### src/rtl/conv2_maxpool_relu.sv
// -----------------------------------------------------------------------------
// conv2_maxpool_relu
//
// Takes the three-channel output stream of the second convolution layer. For
// each channel it does 2x2, stride-2 max-pooling and then ReLU. The input is
// an 8x8 raster frame per channel and the output is a 4x4 raster frame per
// channel. The result feeds the fully-connected stage.
//
// Pooling is streamed, so no frame buffer is needed:
//   - even column : the pixel is kept as the window's "left" sample
//   - odd column, even row : max(left, pixel) goes into a half-row line buffer
//   - odd column, odd row  : max(line buffer, left, pixel) -> ReLU -> output
//
// Ports
//   clk             in   1         clock; all state updates on the rising edge
//   rst_n           in   1         synchronous reset, ACTIVE-HIGH (1 = reset)
//   valid_in        in   1         conv_out_1..3 carry one pixel this cycle
//   conv_out_1..3   in   CONV_BIT  signed conv2 samples, channels 1..3
//   max_value_1..3  out  CONV_BIT  pooled + ReLU result, channels 1..3 (>= 0)
//   valid_out_relu  out  1         one-cycle pulse per output pixel
// -----------------------------------------------------------------------------
module conv2_maxpool_relu #(
  parameter int CONV_BIT    = 12,
  parameter int HALF_WIDTH  = 4,
  parameter int HALF_HEIGHT = 4
) (
  input  logic                clk,
  input  logic                rst_n,
  input  logic                valid_in,
  input  logic [CONV_BIT-1:0] conv_out_1,
  input  logic [CONV_BIT-1:0] conv_out_2,
  input  logic [CONV_BIT-1:0] conv_out_3,
  output logic [CONV_BIT-1:0] max_value_1,
  output logic [CONV_BIT-1:0] max_value_2,
  output logic [CONV_BIT-1:0] max_value_3,
  output logic                valid_out_relu
);

  localparam int NUM_CH = 3;
  localparam int COLS   = 2 * HALF_WIDTH;
  localparam int ROWS   = 2 * HALF_HEIGHT;
  localparam int COL_W  = (COLS > 1) ? $clog2(COLS) : 1;
  localparam int ROW_W  = (ROWS > 1) ? $clog2(ROWS) : 1;
  localparam int LB_W   = (HALF_WIDTH > 1) ? $clog2(HALF_WIDTH) : 1;

  localparam logic [COL_W-1:0] COL_LAST = COL_W'(COLS - 1);
  localparam logic [ROW_W-1:0] ROW_LAST = ROW_W'(ROWS - 1);

  typedef enum logic {
    ROW_EVEN = 1'b0,
    ROW_ODD  = 1'b1
  } state_t;

  // Signed maximum over the full sample width.
  function automatic logic signed [CONV_BIT-1:0] smax(
    input logic signed [CONV_BIT-1:0] a,
    input logic signed [CONV_BIT-1:0] b
  );
    return (a > b) ? a : b;
  endfunction

  // ReLU: negative values clamp to zero; positive values pass unchanged.
  function automatic logic [CONV_BIT-1:0] relu(input logic signed [CONV_BIT-1:0] x);
    return x[CONV_BIT-1] ? '0 : x;
  endfunction

  state_t                      state, state_next;
  logic [COL_W-1:0]            col;
  logic [ROW_W-1:0]            row;
  logic [LB_W-1:0]             lb_idx;
  logic                        col_last;
  logic                        window_done;

  logic signed [CONV_BIT-1:0]  sample   [NUM_CH];
  logic signed [CONV_BIT-1:0]  left     [NUM_CH];
  logic signed [CONV_BIT-1:0]  linebuf  [NUM_CH][HALF_WIDTH];
  logic signed [CONV_BIT-1:0]  pair_max [NUM_CH];
  logic signed [CONV_BIT-1:0]  win_max  [NUM_CH];
  logic        [CONV_BIT-1:0]  pooled   [NUM_CH];

  assign sample[0] = conv_out_1;
  assign sample[1] = conv_out_2;
  assign sample[2] = conv_out_3;

  assign max_value_1 = pooled[0];
  assign max_value_2 = pooled[1];
  assign max_value_3 = pooled[2];

  // An output column pair shares one line-buffer slot.
  assign lb_idx = LB_W'(col >> 1);

  // ---------------------------------------------------------------------------
  // Row-parity FSM: next state and the decodes that follow from it
  // ---------------------------------------------------------------------------
  always_comb begin
    // NOTE: every signal this block drives gets a default first, so no path
    // leaves one unassigned and no latch can be inferred.
    state_next  = state;
    col_last    = (col == COL_LAST);
    window_done = 1'b0;

    if (valid_in && col_last) begin
      state_next = (state == ROW_EVEN) ? ROW_ODD : ROW_EVEN;
    end

    // A window is complete when its bottom-right pixel (odd row, odd col)
    // arrives.
    if (valid_in && col[0] && (state == ROW_ODD)) begin
      window_done = 1'b1;
    end
  end

  always_comb begin
    for (int ch = 0; ch < NUM_CH; ch++) begin
      pair_max[ch] = smax(left[ch], sample[ch]);
      win_max[ch]  = smax(linebuf[ch][lb_idx], pair_max[ch]);
    end
  end

  // ---------------------------------------------------------------------------
  // Control state and output registers (reset)
  // ---------------------------------------------------------------------------
  always_ff @(posedge clk) begin
    // NOTE: sequential state uses non-blocking assignments, so every register
    // samples values from before the edge no matter how statements are ordered.
    if (rst_n) begin
      state          <= ROW_EVEN;
      col            <= '0;
      row            <= '0;
      valid_out_relu <= 1'b0;
      for (int ch = 0; ch < NUM_CH; ch++) begin
        pooled[ch] <= '0;
      end
    end else begin
      state          <= state_next;
      valid_out_relu <= window_done;

      if (valid_in) begin
        if (col_last) begin
          col <= '0;
          row <= (row == ROW_LAST) ? '0 : row + 1'b1;
        end else begin
          col <= col + 1'b1;
        end
      end

      if (window_done) begin
        for (int ch = 0; ch < NUM_CH; ch++) begin
          pooled[ch] <= relu(win_max[ch]);
        end
      end
    end
  end

  // ---------------------------------------------------------------------------
  // Datapath storage (no reset)
  // ---------------------------------------------------------------------------
  // NOTE: left and linebuf are deliberately left unreset. The counters make
  // sure each entry is written before it is read, so a reset would only add
  // reset fan-out to what is really a small RAM.
  always_ff @(posedge clk) begin
    if (valid_in) begin
      for (int ch = 0; ch < NUM_CH; ch++) begin
        if (!col[0]) begin
          left[ch] <= sample[ch];
        end else if (state == ROW_EVEN) begin
          linebuf[ch][lb_idx] <= pair_max[ch];
        end
      end
    end
  end

endmodule

### config.mk
export PLATFORM = sky130hd
export DESIGN_NAME = conv2_maxpool_relu
export DESIGN_NICKNAME = d
export VERILOG_FILES = /design/src/rtl/conv2_maxpool_relu.sv
export SDC_FILE = /design/constraint.sdc
export NUM_CORES = 1
export LEC_CHECK = 0
export ABC_CLOCK_PERIOD_IN_PS = 5600
export BUFFER_PORTS_ARGS = -buffer_cell sky130_fd_sc_hd__buf_2
export CORE_ASPECT_RATIO = 0.5
export CORE_MARGIN = 8
export CORE_UTILIZATION = 40
export DETAILED_ROUTE_END_ITERATION = 7
export GPL_TIMING_DRIVEN = 0
export PLACE_DENSITY = 0.7
export SYNTH_ARGS = -nofsm -noshare
export SYNTH_HDL_FRONTEND = slang
export SYNTH_SLANG_ARGS = --single-unit
export TNS_END_PERCENT = 50
### constraint.sdc
create_clock -name clk -period 5.6 [get_ports clk]
set_input_delay 0.56 -clock clk [delete_from_list [all_inputs] [get_ports clk]]
set_output_delay 0.56 -clock clk [all_outputs]
set_load 0.01 [all_outputs]
---- Yosys cells after proc, flatten, opt, wreduce, memory -nomap -nowiden ----
Memories as Yosys holds them, arrays and structs flattened.
Cells that the tools add are included.
operators by class
  shifts and indexed selects .............. 0
  reductions and logical operators ........ 4
  add/sub/neg operators ................... 1
  equality and inequality tests ........... 1
  bitwise operators ....................... 4
  multiplexer cells ....................... 37
  $mul .................................... 0
  order comparisons ....................... 8
  divide/modulo/power cells ............... 0
operator list
  cell                                                      number
  two-way mux 12 bit                                        13
  binary-select mux 12 bit (select 2 bit)                   3
  greater-than comparator 12 bit                            6
  two-way mux 11 bit                                        6
  two-way mux 48 bit                                        1
  demux 12 bit (select 2 bit)                               1
  two-way mux 1 bit                                         12
  logical AND 1 bit                                         4
  adder 3 x 1 -> 3 bit, second input constant               1
  equality test 3 bit, second input constant                1
  greater-or-equal comparator 3 bit, second input constant  1
  < comparator 3 x 1 -> 1 bit, second input constant        1
  two-way mux 3 bit                                         1
  inverter 2 -> 3 bit                                       1
  OR 1 bit                                                  3
storage, ports and cells
  bits of input ports ..................... 39
  bits in writable memories ............... 213
  bits in registers ....................... 5
  latch bits .............................. 0
  memory bits (read-only) ................. 0
  output and inout bits ................... 37
  memories ................................ 3
memories
  name     depth  width  read ports  clocked after memory_dff  wr ports  line  source
  linebuf  3      48     3           0                         3         76    logic signed [CONV_BIT-1:0] linebuf [NUM_CH][HALF_WIDTH];
  left     3      12     3           0                         3         75    logic signed [CONV_BIT-1:0] left [NUM_CH];
  pooled   3      11     3           0                         3         79    logic [CONV_BIT-1:0] pooled [NUM_CH];

---- Longest topological paths before layout ----
  depth after elaboration ................. 8
  mapped depth ............................ 18
  gate-level depth less buffers ........... 15

---- Worst setup path after synthesis ----
No wires, ideal clock.
  path type ............................... reg-to-reg
  from .................................... register col[2]
  to ...................................... memory linebuf[0][108] (netlist bit) (enable)
  required time ........................... 5.067 ns
  arrival time ............................ 4.873 ns
  buffers on the path ..................... 2
  period minus slack after synthesis ...... 5.406 ns
  setup slack ............................. 0.194 ns
  stages on the path, launching flop included .. 4
  cells stage by stage .................... dfxtp_1 clkbuf_1 clkbuf_1 nor4b_1
RTL lines
  what                      line  source
  start: declaration        68    logic [COL_W-1:0] col;
  start signal: assignment  143   col <= col + 1'b1;
  end: declaration          76

==> out/metrics.cfg <==
[synth]
ys_warn_count=0
synth_area_sq_um=11400
synth_largest_area_cell=edfxtp_1
ys_seq_area_share_pct=57.1
synth_cells=775
synth_ff_type=edfxtp_1
synth.distinct_cells=59
synthTopCellsByArea=edfxtp_1 56%, ha_1 8.1%, mux4_2 7.1%
synth_edf_count=213
synth_seq_cells=218
ys_async_sr_fraction_pct=0
synth_top_area_share_pct=56.2
syn_area_per_cell_sq_um=14.7

[sta]
finalWorstSetupSlack_ns=0.453
fmax_ghz=0.194
tns_ns=0
fin_crit_sh_pct=91.9
hold_violations=0
period_minus_slack_ns=5.15
drv_slew=0
setup_viol=0
rsz0062_at_grt=no
tightest_slew_ns=1.09
hold_ws_ns=0.273
slew_headroom_pct=27.1
fin_skew_ns=0.0105

[placed_design]
dp_slack_ns=0.0127
placed_cells=1244
place_congestion=0.830
place_area_sq_um=12400
port_buffers=71
dp_hpwl_um=18700

[pwr]
leakage_nw=4.88
ir_drop_mv=0.155
power.density_nw_per_um2=303

[clock_tree]
cts_setup_buffers=0
clock_latency_ns=0.50
cts_hold_buf=0
path_clk_slew_ns=0.07
post_cts_resized=0
ctsLongestPathBuffers=3
numCtsBuffers=22
h-tree-depth=1
root_buffer=clkbuf_16
clock_sinks=218
cts_tree=done

[die]
die-area_sq_um=34400
die_h_um=135
io_pins=76
rows=43
die_x_um=255
start_util_pct=40.9
coreArea_sq_um=27900

[global_routing]
grt_pass1_wl_um=40200
grt_start_max_net_pins=35
antenna_found_initial=0
grt_pass1_vias=7191
grt-ovfl-total=0
grt_usage_pct=14.5

[route]
vias=7063
drt_iter0_markers=671
drtAntennaViolNets=0
wire_per_inst_um=19.8
viasPerCell=5.50
wl_um=25400
post-route-drc-count=0
drtPass1Iterations=6

[worst_setup_path]
arrival_ns=5.35
worstSetupEndpointType=flip-flop
reg2reg_setup_slack_ns=0.69
path_cells=buf_2 > clkbuf_1 > inv_1 > ha_1 > nand4_1 > o31ai_1 > o21ai_0 > o21ai_1 > buf_2 > mux2i_1 > ha_1 > a21o_1 > a21oi_1 > a2bb2oi_1 > a31oi_1 > o31ai_1 > clkbuf_1 > o2bb2ai_1
crit_path_top_delay_cell=clkbuf_1
start_kind=input pin
critPathKind=input pin to flip-flop
crit_required_ns=5.80
cpPeakStageDelay_ns=0.49
path_max_fanout=10

[worst_hold_path]
hp-class=input pin to flip-flop

[layout]
final_cells=1284
layout_commonest_cell=edfxtp_1
final_nets=999
diodes=0
areaGrowthSynthToFinish_pct=15.0
mostFrequentLayoutCells=213 x edfxtp_1, 84 x buf_2, 74 x ha_1, 50 x inv_1, 49 x mux2i_1
finalInstanceArea_sq_um=13100
layout-drive-gt1-share_pct=23.9

[status]
status=complete, no violations

[run]
drv_cap=0

-- sequential cells by signal, summed over array words and instances (netlist names) --
| signal | flops |
|---|---|
| state | 1 |
| col | 3 |
| pooled | 33 |
| left | 36 |
| valid_out_relu | 1 |
| linebuf | 144 |
-- synth_stat cells, types with 6 or more instances --
master and count:
edfxtp_1 213, ha_1 74, inv_1 50, mux2i_1 49
mux4_2 36, a22oi_1 31, mux2_2 25, nand2_1 24
nor2_1 24, o2bb2ai_1 21, a21oi_1 20, nor2b_1 20
clkbuf_1 19, a21o_1 13, buf_2 13, nand4_1 13
nor3b_1 12, a311o_1 11, a32o_1 11, mux2_1 10
buf_4 8, nand3_1 6, o211ai_1 6
-- area by class of cell --
type                       instances  area (sq um)
buffer                            42           219
sequential                       218          6500
multi-input combinational        467          4520
inverter                          50           188
clock buffer                      27           591
fill                            2451         14800
timing repair buffer              85           498
tap                              382           478
clock inverter                    13           104
-- through the flow --
stage | util, % | power [W]
after floorplan | - | 0.00238
after global placement | 43.9 | 0.00254
after detailed placement | 44.5 | 0.00257
after CTS | 47.0 | 0.00399
after global routing | 47.0 | 0.00413
final | 47.0 | 0.00397
-- where the power goes --
group / total [W] / internal, W / switching, W
clock network: 0.00143 / 0.000804 / 0.000621
registers: 0.00190 / 0.00187 / 0.0000271
logic: 0.000645 / 0.000275 / 0.000370
total: 0.00397 / 0.00295 / 0.00102
-- routing by layer --
layer | track usage (%) | up-vias | part of all wire [%]
li1 | - | 3321 | -
met1 | 19.7 | 3519 | 45
met2 | 24.7 | 195 | 48
met3 | 2.28 | 28 | 5.2
met4 | 2.64 | 0 | 1.3
met5 | 0 | - | 0
-- path summary, 6_finish.rpt --
check	end	cells past startpoint	from
hold reg to reg	state$_SDFFE_PP0P_	2	state$_SDFFE_PP0P_
setup / recovery	pooled[0][2]$_SDFFCE_PP0P_	18	conv_out_1[11]
setup reg to reg	pooled[0][2]$_SDFFCE_PP0P_	15	left[0][11]$_DFFE_PP_
hold / removal	left[0][8]$_DFFE_PP_	1	conv_out_1[8]
-- kinds of logic (layout without fill, tap and decap cells) --
family / after synthesis / count (layout) / share of synthesized area (%)
flip-flops: 218 / 218 / 57.1
adder cells (fa/ha/maj): 74 / 74 / 8.13
buffers and inverters: 92 / 217 / 3.57
XOR/XNOR: 1 / 1 / 0.0769
AO/OA/AOI/OAI: 142 / 142 / 9.99
other: 1 / 3 / 0.0329
AND/OR/NAND/NOR: 126 / 126 / 6.12
multiplexers: 121 / 121 / 15.0
-- worst max-delay path: cells and delay by family --
family                     cells  cell delay (ns)
adders and majority gates      2             0.66
and+or+nand+nor                1             0.16
AOI/OAI and AO/OA              9             2.05
buffers and inverters          5             1.58
muxes                          1             0.33
Note: power is estimated with default switching activity, not from simulation.
